File: src/rtl/sfx_sample_sequencer.sv
// sfx_sample_sequencer: plays jump/death effect ROMs into the I2S serializer, one attenuated sample per frame tick
module sfx_sample_sequencer #(
  parameter int JUMP_LEN = 4096,
  parameter int DEAD_LEN = 16384,
  parameter int JUMP_AW = 12,
  parameter int DEAD_AW = 15
) (
  input  logic               clk,
  input  logic               reset,
  input  logic               sample_tick,
  input  logic               play_jump,
  input  logic               play_dead,
  input  logic               stop,
  input  logic [1:0]         volume,
  output logic [JUMP_AW-1:0] jump_addr,
  input  logic [15:0]        jump_data,
  output logic [DEAD_AW-1:0] dead_addr,
  input  logic [15:0]        dead_data,
  output logic [15:0]        sample_out,
  output logic               sample_valid,
  input  logic               sample_ready,
  output logic [1:0]         active,
  output logic [7:0]         overrun_cnt
);
  localparam int PW = DEAD_AW + 1;
  localparam logic [1:0] A_IDLE = 2'b00, A_JUMP = 2'b01, A_DEAD = 2'b10;
  typedef enum logic [1:0] {IDLE, FETCH, CAPTURE, HOLD} state_t;
  state_t state;
  logic pend_jump, pend_dead, overrun, frame, want_jump, want_dead, at_end;
  logic [PW-1:0] ptr;
  logic [15:0] rom_data;
  always_comb begin
    overrun = sample_tick && ((sample_valid && !sample_ready) || state == FETCH || state == CAPTURE);
    frame = sample_tick && !overrun && !stop;
    want_dead = pend_dead || play_dead;
    want_jump = pend_jump || (play_jump && active != A_DEAD);
    at_end = ptr == (active == A_DEAD ? PW'(DEAD_LEN) : PW'(JUMP_LEN));
    rom_data = active == A_DEAD ? dead_data : jump_data;
  end
  always_ff @(posedge clk) begin
    if (reset) begin
      state <= IDLE;
      pend_jump <= 1'b0;
      pend_dead <= 1'b0;
      ptr <= '0;
      jump_addr <= '0;
      dead_addr <= '0;
      sample_out <= '0;
      sample_valid <= 1'b0;
      active <= A_IDLE;
      overrun_cnt <= '0;
    end else begin
      if (sample_valid && sample_ready) sample_valid <= 1'b0;
      if (overrun && overrun_cnt != 8'hff) overrun_cnt <= overrun_cnt + 8'd1;
      if (stop) begin
        state <= IDLE;
        pend_jump <= 1'b0;
        pend_dead <= 1'b0;
        ptr <= '0;
        jump_addr <= '0;
        dead_addr <= '0;
        active <= A_IDLE;
      end else if (frame) begin
        pend_jump <= 1'b0;
        pend_dead <= 1'b0;
        if (want_dead || want_jump) begin
          active <= want_dead ? A_DEAD : A_JUMP;
          ptr <= '0;
          jump_addr <= '0;
          dead_addr <= '0;
          state <= FETCH;
        end else if (state == HOLD && !at_end) begin
          jump_addr <= active == A_JUMP ? ptr[JUMP_AW-1:0] : '0;
          dead_addr <= active == A_DEAD ? ptr[DEAD_AW-1:0] : '0;
          state <= FETCH;
        end else begin
          // no effect to play: emit silence so every frame still gets a sample
          active <= A_IDLE;
          ptr <= '0;
          jump_addr <= '0;
          dead_addr <= '0;
          sample_out <= '0;
          sample_valid <= 1'b1;
          state <= IDLE;
        end
      end else begin
        pend_jump <= want_jump;
        pend_dead <= want_dead;
        if (state == FETCH) state <= CAPTURE;
        else if (state == CAPTURE) begin
          sample_out <= $signed(rom_data) >>> volume;
          sample_valid <= 1'b1;
          ptr <= ptr + PW'(1);
          state <= HOLD;
        end
      end
    end
  end
endmodule
File: config.mk
export PLATFORM = sky130hd
export DESIGN_NAME = sfx_sample_sequencer
export DESIGN_NICKNAME = d
export VERILOG_FILES = /design/src/rtl/sfx_sample_sequencer.sv
export SDC_FILE = /design/constraint.sdc
export NUM_CORES = 1
export LEC_CHECK = 0
export CORE_ASPECT_RATIO = 0.9
export CORE_MARGIN = 1.5
export CORE_UTILIZATION = 53
export CTS_CLUSTER_SIZE = 20
export DETAILED_ROUTE_END_ITERATION = 16
export GPL_TIMING_DRIVEN = 1
export PLACE_DENSITY = 0.81
export SLEW_MARGIN = 10
export SYNTH_ARGS = -nofsm -noshare
export SYNTH_HDL_FRONTEND = slang
export SYNTH_SLANG_ARGS = --single-unit
File: constraint.sdc
create_clock -name clk -period 7.3 [get_ports clk]
set_input_delay 1.46 -clock clk [delete_from_list [all_inputs] [get_ports clk]]
set_output_delay 1.46 -clock clk [all_outputs]
set_load 0.02 [all_outputs]
==> results of run 1 <==
==> registers in the layout (all words and copies together), names as in the netlist <==
name          count
sample_out       16
pend_jump         1
jump_addr        12
ptr              16
sample_valid      1
overrun_cnt       8
active            2
state             2
pend_dead         1
dead_addr        15
==> area by class of cell <==
type | instances | area, um^2 | area share
multi-input cells | 279 | 2150 | 0.437
clock buffers | 9 | 124 | 0.0252
inverters | 8 | 30.0 | 0.00611
clock inverters | 7 | 57.6 | 0.0117
repair buffers | 96 | 956 | 0.195
well taps | 93 | 116 | 0.0237
flip-flops and latches | 74 | 1480 | 0.301
==> power breakdown <==
part	internal (mW)	switching [mW]
combinational	0.0496	0.0436
sequential	0.406	0.00317
clock	0.129	0.168
==> layer usage <==
metal / up-vias / part of all wire / global-route usage
li1: 1576 / - / -
met1: 1586 / 0.45 / 0.324
met2: 109 / 0.47 / 0.420
met3: 22 / 0.050 / 0.0610
met4: 0 / 0.027 / 0.101
met5: - / 0 / 0
==> placed cells by master (no fill, tap or decap), drive strengths merged, types with 8 or more instances in the layout <==
cell type,instances
inv,12
dfxtp,74
mux2i,14
clkdlybuf4s50,94
nand4,8
and2b,10
mux2,15
nor2,50
nor3,9
nand2,17
a22o,24
clkbuf,9
nand3,9
a21oi,15
nand2b,8
nor2b,9
o21ai,23
mux4,15
==> how the worst max path moves through the flow <==
stage	startpoint	endpoint	slack [ns]	depth (start not counted)
after floorplan	active[1]$_SDFFE_PP0P_	sample_out[10]$_SDFFE_PP0P_	3.92	12
after global placement	reset	dead_addr[8]$_SDFFE_PP0N_	2.89	5
after detailed placement	reset	dead_addr[2]$_SDFFE_PP0N_	2.81	5
after CTS	reset	dead_addr[10]$_SDFFE_PP0N_	3.14	5
after global routing	reset	dead_addr[10]$_SDFFE_PP0N_	3.00	5
final	reset	dead_addr[10]$_SDFFE_PP0N_	3.15	5
==> worst max-delay path: stages <==
cell and delay [ns]:
clkdlybuf4s50_1 0.91, or2_2 0.65, or4_4 0.54, nor2_1 0.64
a22o_1 0.24
==> metrics by stage <==
step	hold WS, ns	cells
floorplan	0.458	384
global placement	0.453	550
detailed placement	0.458	550
CTS	0.468	566
global route	0.486	566
finish	0.466	566
==> logic make-up (layout without fill, tap and decap cells) <==
| logic type | Yosys count | in the layout | synth area share |
|---|---|---|---|
| compound gates | 80 | 80 | 0.144 |
| xor+xnor | 9 | 9 | 0.0206 |
| fa+ha+maj | 5 | 5 | 0.0163 |
| buf+inv | 31 | 120 | 0.0533 |
| flops | 74 | 74 | 0.387 |
| mux | 44 | 44 | 0.178 |
| simple gates | 141 | 141 | 0.200 |
==> results by group, run 1 <==
Global routing
  • Vias in the first global route: 3231
  • Overall routing resource usage: 0.256
  • Initial antenna violation count: 0
  • GR Overflow Total: 0
  • Largest net degree at the start of global routing: 30
  • First-pass GRT wire length: 15600 um

Timing
  • Max-slew violation count: 0
  • Final setup margin: 3.15 ns
  • Crit path time final: 4.15 ns
  • RSZ-0062 raised after global routing: no
  • Final Hold Vio Count: 0
  • Setup_tns: 0 ns
  • Fmax achieved: 0.241 GHz
  • # setup viols final: 0
  • Slew headroom: 0.355
  • Clk_skew: 0.0132 ns
  • Period utilization: 0.569
  • Worst Tran Pin Value: 0.964 ns

Clock tree
  • TritonCTS clock tree: yes
  • Post-CTS sizing: 0
  • Worst skew pair latency: 0.36 ns
  • Worst-path clk slew: 0.08 ns
  • Buffer depth of the longest clock path: 2
  • Post-CTS Hold Buffers: 0
  • Postcts setup bufs: 0
  • Clock tree root buffer cell: clkbuf_8
  • Clock sink total: 74
  • Total CTS buffers: 9
  • Htree depth: 3

Critical path
  • Internal reg-to-reg setup slack: 3.42 ns
  • Reg2reg start: active[1]$_SDFFE_PP0P_
  • Worst Path Max Fanout: 29
  • Setup crit end kind: flip-flop
  • Worst Setup Path Type: in -> reg
  • Worst R2R End: sample_out[13]$_SDFFE_PP0P_
  • Critical Path RT: 7.60 ns
  • Reg2reg path depth: 8
  • CP startpoint kind: input port
  • Worst endpoint data arrival time: 4.45 ns

Synthesis
  • Yosys reg bits: 74
  • Most common cell in the netlist: dfxtp_1
  • Synth Area per Inst: 9.97 um^2
  • Count of cell types in the netlist: 55
  • Register area share after synthesis: 0.387
  • Synth top cells by count: 74 x dfxtp_1, 50 x nor2_1, 24 x a22o_1, 22 x o21ai_0, 17 x nand2_1
  • Netlist Area Pre-Place: 3830 um^2
  • Ys flop type: dfxtp_1
  • Post-synth EDFFs: 0
  • Syn Inst Count: 384
  • Synth area leader: dfxtp_1
  • Top area cells in the synthesized netlist: dfxtp_1 39%, mux4_2 8.8%, a22o_1 5.5%
  • Net Count, Synth: 430
  • Asr flop ratio synth: 0
  • Yosys top cell area share: 0.387
  • Synth warn: 0

Floorplan
  • Die height: 83.6 um
  • Die width: 92.6 um
  • Core ar.: 7000 um^2
  • Starting Density: 0.547
  • Row count: 29
  • # IOs: 95
  • Area of the die: 7740 um^2

Placement
  • Dpl hpwl: 6880 um
  • PortBufs: 94
  • Pre-CTS setup slack: 2.81 ns
  • Final Wtd Congestion: 0.848
  • Placed Area: 4730 um^2

Min path
  • Hold Crit Endpoint: dead_addr[12]$_SDFFE_PP0N_
  • Hold Path Class: reg -> reg
  • Hold Path Depth: 2
  • Hold_sp: dead_addr[12]$_SDFFE_PP0N_

Layout
  • NumNets Final: 514
  • Post-Layout Inst Area: 4910 um^2
  • Fillers: 541
  • Diode count: 0
  • Layout Utilization: 0.702
  • Area growth from synthesis to layout: 28.4%
  • Proportion of layout cells with a drive suffix above 1: 0.140

Power and ir drop
  • Worst VDD drop: 101 uV
  • Total power: 0.799 mW
  • Lkg Pwr: 1.80 nW
  • PD cells: 163 nW/um^2

Detailed routing
  • Vias per inst: 5.82
  • WL/cell: 16.6 um
  • DR pass1 iterations: 4
  • Drt total wl: 9390 um
  • Residual DRC: 0
  • DR vias: 3293
  • Drt first-iter violations: 194
  • Antenna Nets Post-Route: 0

Status
  • Status: finished clean

Job
  • Max Cap Viol: 0
Power figures use the tool's default switching activity.
==> run 2, diff against run 1 <==
- CORE_UTILIZATION: 53 -> 45
- PLACE_DENSITY: 0.81 -> 0.73
- clock period: 7.3 -> 3.72 ns (I/O delays scaled with it)
==> run 2 against run 1 <==
  * Cell count up 2.3%
  * Sequential cell count unchanged
  * Critical path depth grew 4
  * Combinational power grew 96%
  * Final area grew 1.6%
  * Die area grew 17%
  * Power grew 100%
  * Critical path type is now reg -> reg
  * Highest routed layer unchanged
==> results by group, run 2 (same netlist as run 1, synthesis figures left out) <==
Power and ir drop
  • Worst VDD drop: 201 uV (was 101 uV)
  • PD cells: 327 nW/um^2 (was 163 nW/um^2)
  • Lkg Pwr: 1.84 nW (was 1.80 nW)

Global routing
  • Initial antenna violation count: 0 (unchanged)
  • Largest net degree at the start of global routing: 29 (was 30)
  • GR Overflow Total: 0 (unchanged)
  • Overall routing resource usage: 0.212 (was 0.256)
  • Vias in the first global route: 3186 (was 3231)
  • First-pass GRT wire length: 15300 um (was 15600 um)

Timing
  • Slew headroom: 0.439 (was 0.355)
  • Crit path time final: 3.08 ns
  • Max-slew violation count: 0 (unchanged)
  • Fmax achieved: 0.325 GHz
  • Period utilization: 0.827
  • Setup_tns: 0 ns (unchanged)
  • Worst Tran Pin Value: 0.839 ns (was 0.964 ns)
  • Clk_skew: 0.0141 ns (was 0.0132 ns)
  • RSZ-0062 raised after global routing: no (unchanged)
  • # setup viols final: 0 (unchanged)
  • Final Hold Vio Count: 0 (unchanged)

Floorplan
  • # IOs: 95 (unchanged)
  • Starting Density: 0.470 (was 0.547)
  • Die height: 90.5 um (was 83.6 um)
  • Core ar.: 8150 um^2 (was 7000 um^2)
  • Row count: 31 (was 29)
  • Area of the die: 9070 um^2 (was 7740 um^2)
  • Die width: 100 um (was 92.6 um)

Detailed routing
  • DR vias: 3194 (was 3293)
  • DR pass1 iterations: 4 (unchanged)
  • Residual DRC: 0 (unchanged)
  • WL/cell: 15.6 um (was 16.6 um)
  • Antenna Nets Post-Route: 0 (unchanged)
  • Vias per inst: 5.52 (was 5.82)
  • Drt first-iter violations: 200 (was 194)
  • Drt total wl: 9050 um (was 9390 um)

Clock tree
  • Post-CTS sizing: 0 (unchanged)
  • Total CTS buffers: 9 (unchanged)
  • Postcts setup bufs: 0 (unchanged)
  • Clock sink total: 74 (unchanged)
  • Worst-path clk slew: 0.08 ns (about the same)
  • Post-CTS Hold Buffers: 0 (unchanged)
  • Worst skew pair latency: 0.35 ns (was 0.36 ns)
  • TritonCTS clock tree: yes (unchanged)
  • Htree depth: 3 (unchanged)
  • Clock tree root buffer cell: clkbuf_8 (unchanged)
  • Buffer depth of the longest clock path: 2 (unchanged)

Critical path
  • Worst Path Max Fanout: 16 (was 29)
  • Worst stage delay on the critical path: 0.46 ns (was 0.91 ns)
  • Worst endpoint data arrival time: 3.31 ns (was 4.45 ns)
  • Critical Path RT: 3.96 ns (was 7.60 ns)
  • Worst Setup Path Type: reg -> reg (was in -> reg)
  • CP startpoint kind: flip-flop (was input port)
  • Setup crit end kind: flip-flop (unchanged)
  • Critical path's slowest cell: o41ai_2 (was clkdlybuf4s50_1)
  • Worst path cell trace: nand2b_1, inv_2, ha_1, or4_1, o41ai_2, nor4b_4, or2_1, buf_4, mux2_2 (was clkdlybuf4s50_1, or2_2, or4_4, nor2_1, a22o_1)

Layout
  • Commonest cells after routing, fill and taps aside: 94 x clkdlybuf4s50_1, 74 x dfxtp_1, 50 x nor2_1, 24 x a22o_1, 22 x o21ai_0 (unchanged)
  • Commonest non-fill, non-tap cell in the layout: clkdlybuf4s50_1 (unchanged)
  • NumNets Final: 521 (was 514)
  • Top flop regs: ptr: 16 flops, sample_out: 16 flops, dead_addr: 15 flops (unchanged)
  • Diode count: 0 (unchanged)
  • Area growth from synthesis to layout: 30.4% (was 28.4%)
  • Proportion of layout cells with a drive suffix above 1: 0.150 (was 0.140)
  • Layout Utilization: 0.613 (was 0.702)
  • Non-Filler Instances: 579 (was 566)

Min path
  • Hold Path Class: reg -> reg (unchanged)

Status
  • Status: finished clean (unchanged)

Placement
  • Final Wtd Congestion: 0.818 (was 0.848)
  • PortBufs: 94 (unchanged)
  • Dpl hpwl: 6910 um (was 6880 um)
  • Placed Cells: 563 (was 550)

Job
  • Max Cap Viol: 0 (unchanged)
run 2: cell count changes in the layout (fill, tap and decap cells not counted), sizes merged:
cell | before | now
buf | 2 | 9
bufinv | 0 | 1
clkinvlp | 2 | 1
run 2: per-stage QoR:
step | instance area (um^2) | setup WS [ns] | total power, mW | hold slack, ns
after floorplan | 3830 | 0.341 | 0.930 | 0.458
after detailed placement | 4790 | 0.405 | 1.01 | 0.465
after CTS | 4990 | 0.642 | 1.65 | 0.483
final | 4990 | 0.642 | 1.63 | 0.485
after global placement | 4790 | 0.488 | 1.00 | 0.464
after global routing | 4990 | 0.431 | 1.70 | 0.503
run 2: cell type report:
| type | count | area [um^2] |
|---|---|---|
| sequential | 74 | 1480 |
| inverter | 8 | 30.0 |
| multi-input combinational | 279 | 2140 |
| clock buffer | 9 | 124 |
| timing repair buffer | 103 | 1010 |
| fill | 694 | 3150 |
| clock inverter | 7 | 81.3 |
| tap | 99 | 124 |
run 2: layer usage:
metal,up-vias,global-route usage,share of wire
met4,0,0.0833,0.024
met2,90,0.339,0.46
li1,1587,-,-
met5,-,0,0
met3,17,0.0480,0.055
met1,1500,0.277,0.46
run 2: critical path, delay by kind of cell (launching register included):
kind | cells | cell delay, ns
simple gates | 4 | 1.17
flops | 1 | 0.37
buf+inv | 2 | 0.32
compound gates | 1 | 0.46
fa+ha+maj | 1 | 0.26
mux | 1 | 0.36
run 2: worst paths after layout:
path / endpoint / cells after the start / from / slack, ns
worst max-delay path: sample_out[13]$_SDFFE_PP0P_ / 9 / active[0]$_SDFFE_PP0P_ / 0.64
worst min-delay path: sample_out[15]$_SDFFE_PP0P_ / 2 / sample_out[15]$_SDFFE_PP0P_ / 0.49
worst max register to register: sample_out[13]$_SDFFE_PP0P_ / 9 / active[0]$_SDFFE_PP0P_ / 0.64
worst min register to register: sample_out[15]$_SDFFE_PP0P_ / 2 / sample_out[15]$_SDFFE_PP0P_ / 0.49
run 2: power breakdown:
group          internal [mW]  switching (mW)
Sequential             0.798         0.00601
Combinational         0.0995          0.0839
Clock                  0.320           0.325
Total                   1.22           0.415
